[src/rtl/activation_sequencer.sv]
// rtl/activation_sequencer.sv - instruction sequencer feeding the activation unit from the accumulator bank
//
// Purpose:
//   Accepts one activation instruction, streams accumulator row reads into the
//   activation unit (one per cycle, no bubbles), carries each row's unified-buffer
//   write address through the read + activation latency, issues aligned buffer
//   writes and pulses done together with the last write.
//
// Ports:
//   clk, rst                  clock, synchronous active-high reset
//   instr_valid/instr_ready   instruction handshake (ready only while idle)
//   instr_acc_addr            first accumulator row
//   instr_buf_addr            first unified-buffer row
//   instr_length              number of rows (0 legal: done only)
//   instr_act_func            activation function
//   instr_signed              signed arithmetic select
//   acc_read_en/acc_read_addr accumulator read strobe and address
//   act_function/act_signed   function/signedness to the activation unit
//   buf_write_en/addr         unified-buffer write strobe and address
//   busy                      instruction in flight
//   done                      one-cycle completion pulse

package activation_pkg;
    typedef enum logic [1:0] {
        ACT_NO_ACTIVATION = 2'd0,
        ACT_RELU          = 2'd1,
        ACT_SIGMOID       = 2'd2
    } activation_type;
endpackage

module activation_sequencer
    import activation_pkg::*;
#(
    parameter int ACC_ADDR_WIDTH   = 9,
    parameter int BUF_ADDR_WIDTH   = 14,
    parameter int LENGTH_WIDTH     = 16,
    parameter int ACC_READ_LATENCY = 1,
    parameter int ACT_LATENCY      = 3
) (
    input  logic                      clk,
    input  logic                      rst,
    input  logic                      instr_valid,
    output logic                      instr_ready,
    input  logic [ACC_ADDR_WIDTH-1:0] instr_acc_addr,
    input  logic [BUF_ADDR_WIDTH-1:0] instr_buf_addr,
    input  logic [LENGTH_WIDTH-1:0]   instr_length,
    input  activation_type            instr_act_func,
    input  logic                      instr_signed,
    output logic                      acc_read_en,
    output logic [ACC_ADDR_WIDTH-1:0] acc_read_addr,
    output activation_type            act_function,
    output logic                      act_signed,
    output logic                      buf_write_en,
    output logic [BUF_ADDR_WIDTH-1:0] buf_write_addr,
    output logic                      busy,
    output logic                      done
);

    // Total cycles from a read strobe to the matching activation output.
    localparam int D = ACC_READ_LATENCY + ACT_LATENCY;
    localparam logic [LENGTH_WIDTH-1:0] LEN_ONE = LENGTH_WIDTH'(1);

    typedef enum logic [1:0] {
        ST_IDLE  = 2'd0,
        ST_ISSUE = 2'd1,
        ST_DRAIN = 2'd2
    } state_t;

    state_t                    state_q, state_d;
    logic [ACC_ADDR_WIDTH-1:0] acc_base_q, acc_base_d;
    logic [BUF_ADDR_WIDTH-1:0] buf_base_q, buf_base_d;
    logic [LENGTH_WIDTH-1:0]   length_q, length_d;
    logic [LENGTH_WIDTH-1:0]   row_q, row_d;
    activation_type            act_function_q, act_function_d;
    logic                      act_signed_q, act_signed_d;
    logic                      zero_done_q, zero_done_d;

    // Delay line: stage D-1 is the row currently leaving the activation unit.
    logic [D-1:0]              pipe_valid_q, pipe_valid_d;
    logic [D-1:0]              pipe_last_q, pipe_last_d;
    logic [BUF_ADDR_WIDTH-1:0] pipe_addr_q [D];
    logic [BUF_ADDR_WIDTH-1:0] pipe_addr_d [D];

    logic accept;
    logic issuing;
    logic last_row;
    logic last_write;

    assign accept     = instr_valid && (state_q == ST_IDLE);
    assign issuing    = (state_q == ST_ISSUE);
    assign last_row   = (row_q == (length_q - LEN_ONE));
    assign last_write = pipe_valid_q[D-1] && pipe_last_q[D-1];

    // Next-state and instruction register logic.
    always_comb begin
        state_d        = state_q;
        acc_base_d     = acc_base_q;
        buf_base_d     = buf_base_q;
        length_d       = length_q;
        row_d          = row_q;
        act_function_d = act_function_q;
        act_signed_d   = act_signed_q;
        zero_done_d    = 1'b0;

        unique case (state_q)
            ST_IDLE: begin
                if (accept) begin
                    acc_base_d     = instr_acc_addr;
                    buf_base_d     = instr_buf_addr;
                    length_d       = instr_length;
                    act_function_d = instr_act_func;
                    act_signed_d   = instr_signed;
                    row_d          = '0;
                    if (instr_length != '0) begin
                        state_d = ST_ISSUE;
                    end else begin
                        // Empty instruction: no reads or writes, just the completion pulse.
                        zero_done_d = 1'b1;
                    end
                end
            end
            ST_ISSUE: begin
                row_d = row_q + LEN_ONE;
                if (last_row) begin
                    state_d = ST_DRAIN;
                end
            end
            ST_DRAIN: begin
                if (last_write) begin
                    state_d = ST_IDLE;
                end
            end
            default: begin
                state_d = ST_IDLE;
            end
        endcase
    end

    // Delay line shift. Addresses only advance alongside a valid entry so the
    // output stage keeps showing the last written address between writes.
    always_comb begin
        pipe_valid_d = '0;
        pipe_last_d  = '0;
        for (int i = 0; i < D; i++) begin
            pipe_addr_d[i] = pipe_addr_q[i];
        end

        pipe_valid_d[0] = issuing;
        pipe_last_d[0]  = issuing && last_row;
        if (issuing) begin
            pipe_addr_d[0] = buf_base_q + BUF_ADDR_WIDTH'(row_q);
        end

        for (int i = 1; i < D; i++) begin
            pipe_valid_d[i] = pipe_valid_q[i-1];
            pipe_last_d[i]  = pipe_last_q[i-1];
            if (pipe_valid_q[i-1]) begin
                pipe_addr_d[i] = pipe_addr_q[i-1];
            end
        end
    end

    always_ff @(posedge clk) begin
        if (rst) begin
            state_q        <= ST_IDLE;
            acc_base_q     <= '0;
            buf_base_q     <= '0;
            length_q       <= '0;
            row_q          <= '0;
            act_function_q <= ACT_NO_ACTIVATION;
            act_signed_q   <= 1'b0;
            zero_done_q    <= 1'b0;
            pipe_valid_q   <= '0;
            pipe_last_q    <= '0;
            for (int i = 0; i < D; i++) begin
                pipe_addr_q[i] <= '0;
            end
        end else begin
            state_q        <= state_d;
            acc_base_q     <= acc_base_d;
            buf_base_q     <= buf_base_d;
            length_q       <= length_d;
            row_q          <= row_d;
            act_function_q <= act_function_d;
            act_signed_q   <= act_signed_d;
            zero_done_q    <= zero_done_d;
            pipe_valid_q   <= pipe_valid_d;
            pipe_last_q    <= pipe_last_d;
            for (int i = 0; i < D; i++) begin
                pipe_addr_q[i] <= pipe_addr_d[i];
            end
        end
    end

    assign instr_ready    = (state_q == ST_IDLE);
    assign busy           = (state_q != ST_IDLE);
    assign acc_read_en    = issuing;
    assign acc_read_addr  = acc_base_q + ACC_ADDR_WIDTH'(row_q);
    assign act_function   = act_function_q;
    assign act_signed     = act_signed_q;
    assign buf_write_en   = pipe_valid_q[D-1];
    assign buf_write_addr = pipe_addr_q[D-1];
    assign done           = zero_done_q || last_write;

endmodule

[config.mk]
export PLATFORM = sky130hd
export DESIGN_NAME = activation_sequencer
export DESIGN_NICKNAME = d
export VERILOG_FILES = /design/src/rtl/activation_sequencer.sv
export SDC_FILE = /design/constraint.sdc
export NUM_CORES = 1
export LEC_CHECK = 0
export CORE_MARGIN = 2
export CORE_UTILIZATION = 25
export CTS_CLUSTER_DIAMETER = 120
export DETAILED_ROUTE_END_ITERATION = 7
export SLEW_MARGIN = 40
export SYNTH_ARGS = -nofsm -noshare
export SYNTH_HDL_FRONTEND = slang
export SYNTH_SLANG_ARGS = --single-unit
export TNS_END_PERCENT = 30
[constraint.sdc]
create_clock -name clk -period 3.07 [get_ports clk]
set_input_delay 0.614 -clock clk [delete_from_list [all_inputs] [get_ports clk]]
set_output_delay 0.614 -clock clk [all_outputs]
set_load 0.005 [all_outputs]
After elaboration in Yosys (flattened, before gate mapping)
Memories as Yosys holds them, arrays and structs flattened. Cells that the tools add are included.

Bits in registers: 69. RAM bits: 56. Input bits: 45. Output and inout bits: 31. Logic and storage cells: 59. Memories: 1.

Add/sub/neg operators: 4. Equal/unequal tests: 7. Multiplexer cells: 19. Bitwise gates (word level): 6. Reduce and logical (&&, ||, !) cells: 12.

Memories: pipe_addr_q (depth 4, bits a word 14, read ports 4, clocked after memory_dff 0, write ports 4, RTL line 81) `logic [BUF_ADDR_WIDTH-1:0] pipe_addr_q [D];`.

Operators with widths (number): $mux W14 (8); $pmux W16 S2 (1); $add A16 B1 Y16 const B (1); $eq A16 B16 Y1 (1); $mux W16 (1); $reduce_bool A16 Y1 (1); $sub A16 B1 Y16 const B (1); $add A14 B14 Y14 (1); $add A9 B9 Y9 (1); $mux W2 (4); $ne A2 B1 Y1 const B (3); $pmux W2 S3 (1); $mux W1 (4); $or A1 B1 Y1 (4); $reduce_and A2 Y1 (2); $reduce_and A4 Y1 (1); $reduce_bool A2 Y1 (2); $logic_and A1 B1 Y1 (3); $reduce_or A3 Y1 (1); $eq A2 B1 Y1 const B (1); $eq A2 B2 Y1 const B (1); $logic_not A2 Y1 (1); $ne A2 B2 Y1 const B (1); $not A1 Y1 (2); $logic_or A1 B1 Y1 (1).

Logic depth before layout (Yosys ltp)
Word-level depth: 4. Depth in mapped cells: 9. Mapped depth without buffers: 9.

Worst setup path after synthesis
Ideal clock, no wire load.

Path type: reg2out. Start: register row_q[0]. End: output port acc_read_addr[6]. Data arrival time: 1836 ps. Data required time: 2456 ps. Slack: 620 ps. Stages on the path, launching flop included: 10. Buffers on the path: 0. Cells stage by stage: dfxtp_1 -> ha_1 -> inv_1 -> fa_1 -> nor2b_1 -> o21ai_0 -> a21boi_0 -> o21ai_0 -> nor2b_1 -> xnor2_1.

Cells in the longest elaborated chain, start to end: 1.

Ends and longest elaborated chain: start: declaration (RTL line 73) `logic [LENGTH_WIDTH-1:0] row_q, row_d;`; start signal: assignment (RTL line 183) `row_q <= row_d;`; $add A9 B9 Y9 (RTL line 198) `assign acc_read_addr = acc_base_q + ACC_ADDR_WIDTH'(row_q);`; end: declaration (RTL line 50) `output logic [ACC_ADDR_WIDTH-1:0] acc_read_addr,`.

Every way passes these cells.

Worst setup path after layout
Start: register acc_base_q[0]. End: output port acc_read_addr[8].

Cells in the longest elaborated chain, start to end: 1.

Ends and longest elaborated chain: start: declaration (RTL line 70) `logic [ACC_ADDR_WIDTH-1:0] acc_base_q, acc_base_d;`; start signal: assignment (RTL line 180) `acc_base_q <= acc_base_d;`; $add A9 B9 Y9 (RTL line 198).

Every way passes these cells.

==> results.py <==
metrics = {
    "outcome": {
        "outcome": "completed",
    },
    "place": {
        "port_buffers": 75,
        "post-dp-hpwl_mm": 10.4,
        "place_ws_ns": 0.0725,
        "postPlaceCellArea_mm2": 0.00702,
        "place_congestion": 0.875,
    },
    "clock_tree": {
        "clk_path_buf_depth": 2,
        "cts.reportedPaths.clkPinSlew_ns": 0.06,
        "cts_root_buf": "clkbuf_16",
        "post_cts_buffers": 0,
        "insertion_delay_ns": 0.42,
        "numCtsBuffers": 17,
        "h-tree-depth": 4,
        "cts.sinks": 125,
        "cts_tree": "yes",
        "cts_hold_buffers": 0,
    },
    "routing": {
        "vias_per_cell": 4.49,
        "ant_nets": 0,
        "routed_wl_mm": 14.6,
        "drtIter0Drc": 297,
        "routedWlPerCell_um": 13.2,
        "num_vias": 4955,
        "drc": 0,
        "first_pass_iters": 4,
    },
    "sta": {
        "finalMaxSlewViolations": 0,
        "post-route-min-period_ns": 3.01,
        "finalCritPeriodShare_pct": 97.9,
        "fin_worst_skew_ns": 0.00849,
        "hold_ws_ns": 0.434,
        "rsz0062_at_grt": "true",
        "worst_slack_ns": 0.0634,
        "finalHoldViolations": 0,
        "max_slew_margin_pct": 46.4,
        "setup_viol": 0,
        "worst_pin_slew_ns": 0.802,
        "fmax_ghz": 0.333,
    },
    "finish": {
        "drive_above_1_share_pct": 8.67,
        "fin_area_mm2": 0.00763,
        "syn_to_final_growth_pct": 28.8,
        "antenna_cells": 0,
        "num-fill-cells": 2454,
        "fin_nets": 841,
    },
    "worst_setup_path": {
        "timing.critical_path.from": "acc_base_q[0]",
        "cp-start-kind": "register",
        "arrival_ns": 2.39,
        "reg2reg_from": "length_q[0]",
        "critical_path.max_fanout": 2,
        "end_kind": "primary output",
        "required_ns": 2.46,
        "crit_type": "register to primary output",
    },
    "floorplan": {
        "coreArea_mm2": 0.0233,
        "die_area_mm2": 0.0249,
        "initial_core_util_pct": 25.4,
        "die_y_um": 158,
        "die_w_um": 158,
        "io_pins": 76,
        "num_rows": 56,
    },
    "logic_synthesis": {
        "synthCells": 704,
        "ys_top_cells_by_area": "dfxtp_1 42%, nand2_1 7.4%, mux2i_1 7.3%",
        "synthDistinctLibCells": 55,
        "yosysSeqAreaShare_pct": 42.2,
        "synth_top_area_share_pct": 42.2,
        "yosys_warnings": 0,
        "yosys_most_used_dff": "dfxtp_1",
        "synth_edf_count": 0,
        "synth.net_count": 774,
        "async_reset_ff_share_pct": 0,
        "yosys.area.top_type": "dfxtp_1",
        "ys_seq_elements": 125,
        "avgSynthCellArea_um2": 8.41,
        "syn-cell-area_mm2": 0.00592,
    },
    "pwr": {
        "p_per_area_mw_per_mm2": 557,
        "power_leakage_nw": 2.85,
        "p_total_mw": 4.25,
        "vdd.ir_drop.worst_mv": 0.285,
    },
    "grt": {
        "grt_pass1_vias": 4627,
        "grt_usage_pct": 12.1,
        "grt_max_degree": 120,
        "grt_overflow_total": 0,
        "antenna_found_initial": 0,
        "grt_first_pass_wirelength_mm": 23.7,
    },
    "worst_hold_path": {
        "hold_class": "register to register",
        "hold_start": "pipe_last_q[0]",
    },
    "flow_run": {
        "drv_cap": 0,
    },
}
-- power by group --
group | switching (mW) | total, mW | internal, mW
registers | 0.0635 | 1.74 | 1.68
clock network | 0.808 | 2.03 | 1.23
logic | 0.246 | 0.475 | 0.229
total | 1.12 | 4.25 | 3.13
-- path summary, 6_finish.rpt --
path | cells after the start | to | slack, ns
setup reg to reg | 6 | state_q[0] | 0.52
hold / removal | 1 | pipe_last_q[1] | 0.43
setup / recovery | 10 | acc_read_addr[8] | 0.06
hold reg to reg | 1 | pipe_last_q[1] | 0.43
-- kinds of logic after synthesis --
family / after synthesis / synth area share (%)
compound gates: 127 / 12.7
xor+xnor: 35 / 5.18
fa+ha+maj: 25 / 5.53
buf+inv: 59 / 3.99
flops: 125 / 42.2
mux: 50 / 8.60
simple gates: 283 / 21.7
-- registers in the layout (all words and copies together) (netlist names) --
signal and count:
acc_base_q 9, act_function 2, act_signed 1, buf_base_q 14, length_q 16, pipe_addr_q 56, pipe_last_q 4, pipe_valid_q 4
row_q 16, state_q 2, zero_done_q 1
-- metal layers --
metal  vias up  GRT usage [%]  part of all wire (%)
met1      2278           16.0                    49
li1       2564              -                     -
met5         -              0                     0
met3        18           3.50                   4.0
met2        95           18.8                    45
met4         0           4.20                   1.6
-- repair_timing --
item,4_1_cts,5_1_grt
resized for setup,7,3
setup endpoints to repair,4,4
pin swaps,3,0
-- critical path: stages, from the launching register on --
cell and delay (ns):
dfxtp_1 0.33, ha_1 0.16, inv_1 0.06, fa_2 0.35, nor2b_1 0.13, o21ai_1 0.09, a21boi_1 0.18, o21ai_1 0.11
a21oi_1 0.18, xnor2_1 0.14, dlygate4sd2_1 0.25
-- per-stage QoR --
step / utilization [%] / setup TNS (ns) / cells
after global routing: 32.7 / -0.246 / 1103
after global placement: 30.1 / 0 / 1071
after detailed placement: 30.1 / 0 / 1071
after floorplan: - / 0 / 704
final: 32.7 / 0 / 1103
after CTS: 32.7 / -0.0729 / 1103
-- cell usage after synthesis (2+ instances only) --
cell type  count
buf_6          2
nand4_1       10
a31oi_1        3
clkbuf_1      31
or3_1          7
and2_1         3
o21ai_0       15
nand2_1      117
a211oi_1       5
nor2_1        78
a2111o_1       2
o21a_1         2
a21oi_1       74
nand3b_1       2
xor2_1        10
a21boi_0       3
o211a_1        2
nor2b_1       10
or4_1          3
xnor2_1       25
inv_1         18
and3_1         2
fa_1           2
dfxtp_1      125
or2_2          4
nand3_1       17
mux2i_1       43
mux2_2         7
nor3_1        13
buf_1          8
nor4_1         6
nand2b_1       3
a21o_1         4
ha_1          23
o211ai_1       5
-- final cells by class --
cell class              count  area (um2)  area share (%)
clock buffers              17         425            5.58
clock inverters            15         176            2.31
inverters                  18        67.6           0.886
multi-input cells         520        3190            41.8
flip-flops and latches    125        2500            32.8
well taps                 319         399            5.23
repair buffers             89         865            11.3
-- layout by cell type (no fill, tap or decap), types with 10 or more instances in the layout --
master           Yosys  routed
dfxtp_1            125     124
nand2_1            117     116
nor2_1              78      78
a21oi_1             74      73
clkdlybuf4s50_1      0      70
mux2i_1             43      43
xnor2_1             25      25
ha_1                23      23
inv_1               18      18
nand3_1             17      17
clkbuf_16            0      17
buf_4                0      14
nor3_1              13      13
o21ai_0             15      13
nor2b_1             10      10
xor2_1              10      10
nand4_1             10      10
Note: power is estimated with default switching activity, not from simulation.
==> edit 1: new RTL, same settings <==
`BUF_ADDR_WIDTH`: 14 -> 13.
--- a/src/rtl/activation_sequencer.sv
+++ b/src/rtl/activation_sequencer.sv
@@ -32,7 +32,7 @@
     import activation_pkg::*;
 #(
     parameter int ACC_ADDR_WIDTH   = 9,
-    parameter int BUF_ADDR_WIDTH   = 14,
+    parameter int BUF_ADDR_WIDTH   = 13,
     parameter int LENGTH_WIDTH     = 16,
     parameter int ACC_READ_LATENCY = 1,
     parameter int ACT_LATENCY      = 3
Interface: changed (resized buf_write_addr and instr_buf_addr); port bits go from 76 to 74. No check against the original RTL was run, so the function may have changed too.
==> edit 1 against the unedited design <==
  * Sequential cell count down 5
  * Via count down 3.6%
  * Power is 2.6% lower
  * Synthesized area shrank 2.8%
  * Wire length down 5.0%
  * Setup slack improved by 0.15 ns
  * Design area shrank 3.3%
  * Largest power group unchanged
==> edit 1: results (changes against the unedited design) <==
metric,value,unit,change
grt-ovfl-total,0,,unchanged
fin_crit_sh,93.18,%,was 97.93%
slowest_stage,dfxtp_1,,was fa_2
clk_pin_slew_worst_paths,0.06,ns,about the same
whs_endpoint,pipe_last_q[1]$_SDFF_PP0_,,unchanged
hold_depth,1,,unchanged
diodes,0,,unchanged
crit_family,adder cells,,was compound AO/OA/AOI/OAI gates
grt_pass1_vias,4419,,was 4627
status,"finished, final reports clean",,unchanged
ys_types,62,,was 55
ys_seq_area_share,41.73,%,was 42.25%
viasPerCell,4.609,,was 4.492
r2r_slack,0.55,ns,was 0.52 ns
peakVddDrop,428.4,uV,was 284.8 uV
gp_congestion,0.8600,,was 0.8746
grt_max_degree,56,,was 120
worstReg2RegEnd,pipe_addr_q[0][12]$_SDFFE_PP0P_,,was state_q[0]$_SDFFE_PP0P_
track_usage,11.81,%,was 12.10%
cp_data_arrival_time,2.25,ns,was 2.39 ns
syn-num-nets,744,,was 774
hold_ws,0.4328,ns,was 0.4344 ns
p_leak,0.002795,uW,was 0.002855 uW
reg2reg_depth,11,,was 6
r2r_start,row_q[0]$_SDFFE_PP0P_,,was length_q[0]$_SDFFE_PP0P_
setup_viol,0,,unchanged
cpPeakStageDelay,0.34,ns,
nets,806,,was 841
final.fill_count,2350,,was 2454
grt_pass1_wl,22900,um,was 23660 um
drt_iter0_drc,232,,was 297
yosysWarningCount,0,,unchanged
detail_route.wl_per_cell,13.34,um,was 13.19 um
htree_num_levels,4,,unchanged
ys_top_cells_by_area,"dfxtp_1 42%, nand2_1 7.4%, mux2i_1 7.1%",,"was dfxtp_1 42%, nand2_1 7.4%, mux2i_1 7.3%"
relSlewSlack,47.73,%,was 46.44%
ys_top_cells_by_count,"120 x dfxtp_1, 113 x nand2_1, 67 x a21oi_1",,"was 125 x dfxtp_1, 117 x nand2_1, 78 x nor2_1"
largestRegisters,"pipe_addr_q: 52 flops, length_q: 16 flops, row_q: 16 flops",,"was pipe_addr_q: 56 flops, length_q: 16 flops, row_q: 16 flops"
drive_gt1_share,9.454,%,was 8.673%
skew,0.009463,ns,was 0.008492 ns
post-dp-hpwl,10120,um,was 10450 um
drtPass1Iterations,4,,unchanged
antenna_found_initial,0,,unchanged
synth-async-reset-ratio,0,%,unchanged
port_buffers,73,,was 75
edit 1: cells by family after synthesis:
| kind of cell | Yosys count | synth area share [%] |
|---|---|---|
| compound gates | 123 | 13.17 |
| xor+xnor | 34 | 5.173 |
| flops | 120 | 41.73 |
| simple gates | 275 | 22.97 |
| fa+ha+maj | 24 | 5.477 |
| mux | 44 | 7.716 |
| buf+inv | 56 | 3.760 |
edit 1: worst max path at each step:
stage	startpoint	to	slack [ns]	cells past startpoint
6_report	acc_base_q[0]$_SDFFE_PP0P_	acc_read_addr[6]	0.21	11
5_1_grt	acc_base_q[0]$_SDFFE_PP0P_	acc_read_addr[6]	0.05	11
4_1_cts	acc_base_q[1]$_SDFFE_PP0P_	acc_read_addr[7]	-0.04	9
3_5_place_dp	acc_base_q[0]$_SDFFE_PP0P_	acc_read_addr[8]	0.22	11
3_3_place_gp	acc_base_q[0]$_SDFFE_PP0P_	acc_read_addr[8]	0.22	11
2_1_floorplan	row_q[0]$_SDFFE_PP0P_	acc_read_addr[6]	0.64	10
edit 1: routing by layer:
layer | vias to the layer above | track usage, % | part of all wire, %
met4 | 0 | 4.325 | 1.7
li1 | 2468 | - | -
met2 | 82 | 17.80 | 44
met1 | 2208 | 16.19 | 50
met5 | - | 0 | 0
met3 | 17 | 3.111 | 4.1
edit 1: timing repair:
item | CTS | global route
buffers inserted | 0 | 0
setup endpoints to repair | 4 | 5
gates resized for setup | 6 | 9
pin swaps | 0 | 1
edit 1: layout make-up:
cell class / instances / area share [%]
Multi-Input combinational cell: 500 / 42.73
Sequential cell: 120 / 32.57
Timing Repair Buffer: 83 / 11.02
Clock buffer: 17 / 5.765
Tap cell: 285 / 4.832
Clock inverter: 15 / 2.255
Inverter: 16 / 0.8308
edit 1: per-stage QoR:
stage | std cells | instance area (um2) | setup WS, ns | util, %
finish | 1036 | 7380 | 0.2093 | 32.59
global route | 1036 | 7380 | 0.05222 | 32.59
CTS | 1036 | 7376 | -0.03506 | 32.58
detailed placement | 1004 | 6777 | 0.2228 | 29.93
global placement | 1004 | 6777 | 0.2174 | 29.93
floorplan | 676 | 5757 | 0.6448 | -
edit 1: power by group:
part | switching, uW | total, uW | internal [uW]
combinational | 245 | 466 | 221
sequential | 59.6 | 1670 | 1610
clock | 840 | 2000 | 1160
total | 1140 | 4140 | 2990
==> edit 2: new RTL, same flow settings <==
Made on the original files. The 3 states of `state_t` get a one-hot encoding in 3 bits.
--- a/src/rtl/activation_sequencer.sv
+++ b/src/rtl/activation_sequencer.sv
@@ -60,10 +60,10 @@
     localparam int D = ACC_READ_LATENCY + ACT_LATENCY;
     localparam logic [LENGTH_WIDTH-1:0] LEN_ONE = LENGTH_WIDTH'(1);
 
-    typedef enum logic [1:0] {
-        ST_IDLE  = 2'd0,
-        ST_ISSUE = 2'd1,
-        ST_DRAIN = 2'd2
+    typedef enum logic [2:0] {
+        ST_IDLE  = 3'b001,
+        ST_ISSUE = 3'b010,
+        ST_DRAIN = 3'b100
     } state_t;
 
     state_t                    state_q, state_d;
Behaviour: same outputs for any inputs over 10 cycles, from zero or initial values and one cycle with rst high; not proved beyond that.
==> edit 2 against the unedited design <==
  * Synthesized area rose by 0.46%
  * Design area increased by 0.23%
  * Setup slack improved by 0.10 ns
  * Via count fell by 0.89%
  * Sequential cell count rose by 1
  * Non-clock buffer count fell by 1
  * Power decreased by 4.2%
  * Wire length down 1.2%
  * Critical endpoint is now acc_read_addr[6]
  * Largest cell class unchanged
==> edit 2: results (changes against the unedited design) <==
metric,value,unit,change
cpPeakStageDelay,0.35,ns,about the same
synth-async-reset-ratio,0,%,unchanged
r2r_start,row_q[0]$_SDFFE_PP0P_,,was length_q[0]$_SDFFE_PP0P_
ys_top_cells_by_count,"126 x dfxtp_1, 112 x nand2_1, 76 x nor2_1",,"was 125 x dfxtp_1, 117 x nand2_1, 78 x nor2_1"
use_met3,2.858,%,was 3.504%
r2r_slack,0.43,ns,was 0.52 ns
drive_gt1_share,9.475,%,was 8.673%
peakVddDrop,317.9,uV,was 284.8 uV
dpl-instance-area,0.007062,mm2,was 0.007022 mm2
p_leak,0.002879,uW,was 0.002855 uW
hold_depth,1,,unchanged
track_usage,12.04,%,was 12.10%
synth_area_per_cell,8.489,um2,was 8.414 um2
nets,838,,was 841
finalWirelength,14380,um,was 14550 um
ys_seq_area_share,42.39,%,was 42.25%
grt_max_degree,58,,was 120
cts_buffer_depth,2,,unchanged
syn-num-nets,771,,was 774
ys_types,60,,was 55
ys_top_cells_by_area,"dfxtp_1 42%, mux2i_1 7.6%, nand2_1 7.1%",,"was dfxtp_1 42%, nand2_1 7.4%, mux2i_1 7.3%"
met1_usage,15.82,%,was 15.97%
detail_route.wl_per_cell,13.07,um,was 13.19 um
p_sw_share,25.88,%,was 26.32%
worstReg2RegEnd,pipe_addr_q[0][8]$_SDFFE_PP0P_,,was state_q[0]$_SDFFE_PP0P_
reg2reg_depth,11,,was 6
grt_pass1_wl,23780,um,was 23660 um
met2_usage,19.21,%,was 18.82%
status,"finished, final reports clean",,unchanged
final.fill_count,2464,,was 2454
dp_slack,0.2049,ns,was 0.07250 ns
gp_congestion,0.8353,,was 0.8746
post-dp-hpwl,10360,um,was 10450 um
viasPerCell,4.465,,was 4.492
whs_endpoint,pipe_last_q[1]$_SDFF_PP0_,,unchanged
drt_iter0_drc,157,,was 297
largestRegisters,"pipe_addr_q: 56 flops, length_q: 16 flops, row_q: 16 flops",,unchanged
crit_family,adder cells,,was compound AO/OA/AOI/OAI gates
relSlewSlack,45.96,%,was 46.44%
hold_ws,0.4337,ns,was 0.4344 ns
place_inst,1068,,was 1071
skew,0.007570,ns,was 0.008492 ns
clockRootBuffer,clkbuf_16,,unchanged
==> edit 2: area by class of cell <==
class                      instances  area [um2]  area share, %
clock buffer                      17       425.4          5.563
clock inverter                    15       151.4          1.980
inverter                          15       56.30         0.7363
multi-input combinational        520        3238          42.34
sequential                       126        2525          33.02
tap                              319       399.1          5.219
timing repair buffer              88       852.1          11.14
==> edit 2: worst reg2reg max path, delay by kind of cell (launching register included) <==
kind | cells | cell delay, ns
buffers and inverters | 2 | 0.22
and+or+nand+nor | 4 | 0.84
AOI/OAI and AO/OA | 3 | 0.64
adders and majority gates | 2 | 0.58
DFF | 1 | 0.32
==> edit 2: metal layers <==
metal | vias up | part of all wire [%]
met4 | 0 | 1.6
met1 | 2232 | 50
met2 | 92 | 45
met3 | 17 | 3.4
li1 | 2570 | -
met5 | - | 0
==> edit 2: cells by family after synthesis <==
kind of cell	count (synthesis)	synth area share [%]
xor+xnor	33	4.857
mux	51	8.768
buf+inv	55	3.469
compound gates	125	12.55
fa+ha+maj	25	5.509
flops	126	42.39
simple gates	286	22.46
==> edit 2: timing repair <==
item                                    4_1_cts  5_1_grt
endpoints found under the setup margin        4        4
resized for setup                             7        9
pin swaps                                     1        2
==> edit 2: stage by stage <==
| step | utilization [%] | total power [uW] | TNS [ns] |
|---|---|---|---|
| 4_1_cts | 32.67 | 4129 | 0 |
| 2_1_floorplan | - | 2009 | 0 |
| 5_1_grt | 32.68 | 4249 | -0.01149 |
| 6_report | 32.68 | 4072 | 0 |
| 3_3_place_gp | 30.18 | 2172 | 0 |
| 3_5_place_dp | 30.18 | 2175 | 0 |
==> edit 2: worst max-delay path by stage <==
stage | slack (ns) | depth (start not counted) | from | to
floorplan | 0.68 | 9 | length_q[0]$_SDFFE_PP0P_ | state_q[1]$_SDFFE_PP0P_
global placement | 0.21 | 11 | acc_base_q[0]$_SDFFE_PP0P_ | acc_read_addr[8]
detailed placement | 0.20 | 11 | acc_base_q[0]$_SDFFE_PP0P_ | acc_read_addr[8]
CTS | 0.04 | 11 | acc_base_q[0]$_SDFFE_PP0P_ | acc_read_addr[6]
global route | -0.01 | 11 | acc_base_q[0]$_SDFFE_PP0P_ | acc_read_addr[6]
finish | 0.16 | 11 | acc_base_q[0]$_SDFFE_PP0P_ | acc_read_addr[6]
==> edit 2: power by group through the flow <==
stage / sequential (uW) / combinational (uW) / clock (uW)
finish: 1720 / 413 / 1940
global route: 1730 / 463 / 2060
CTS: 1720 / 419 / 1990
detailed placement: 1760 / 418 / 0
global placement: 1760 / 415 / 0
floorplan: 1740 / 268 / 0
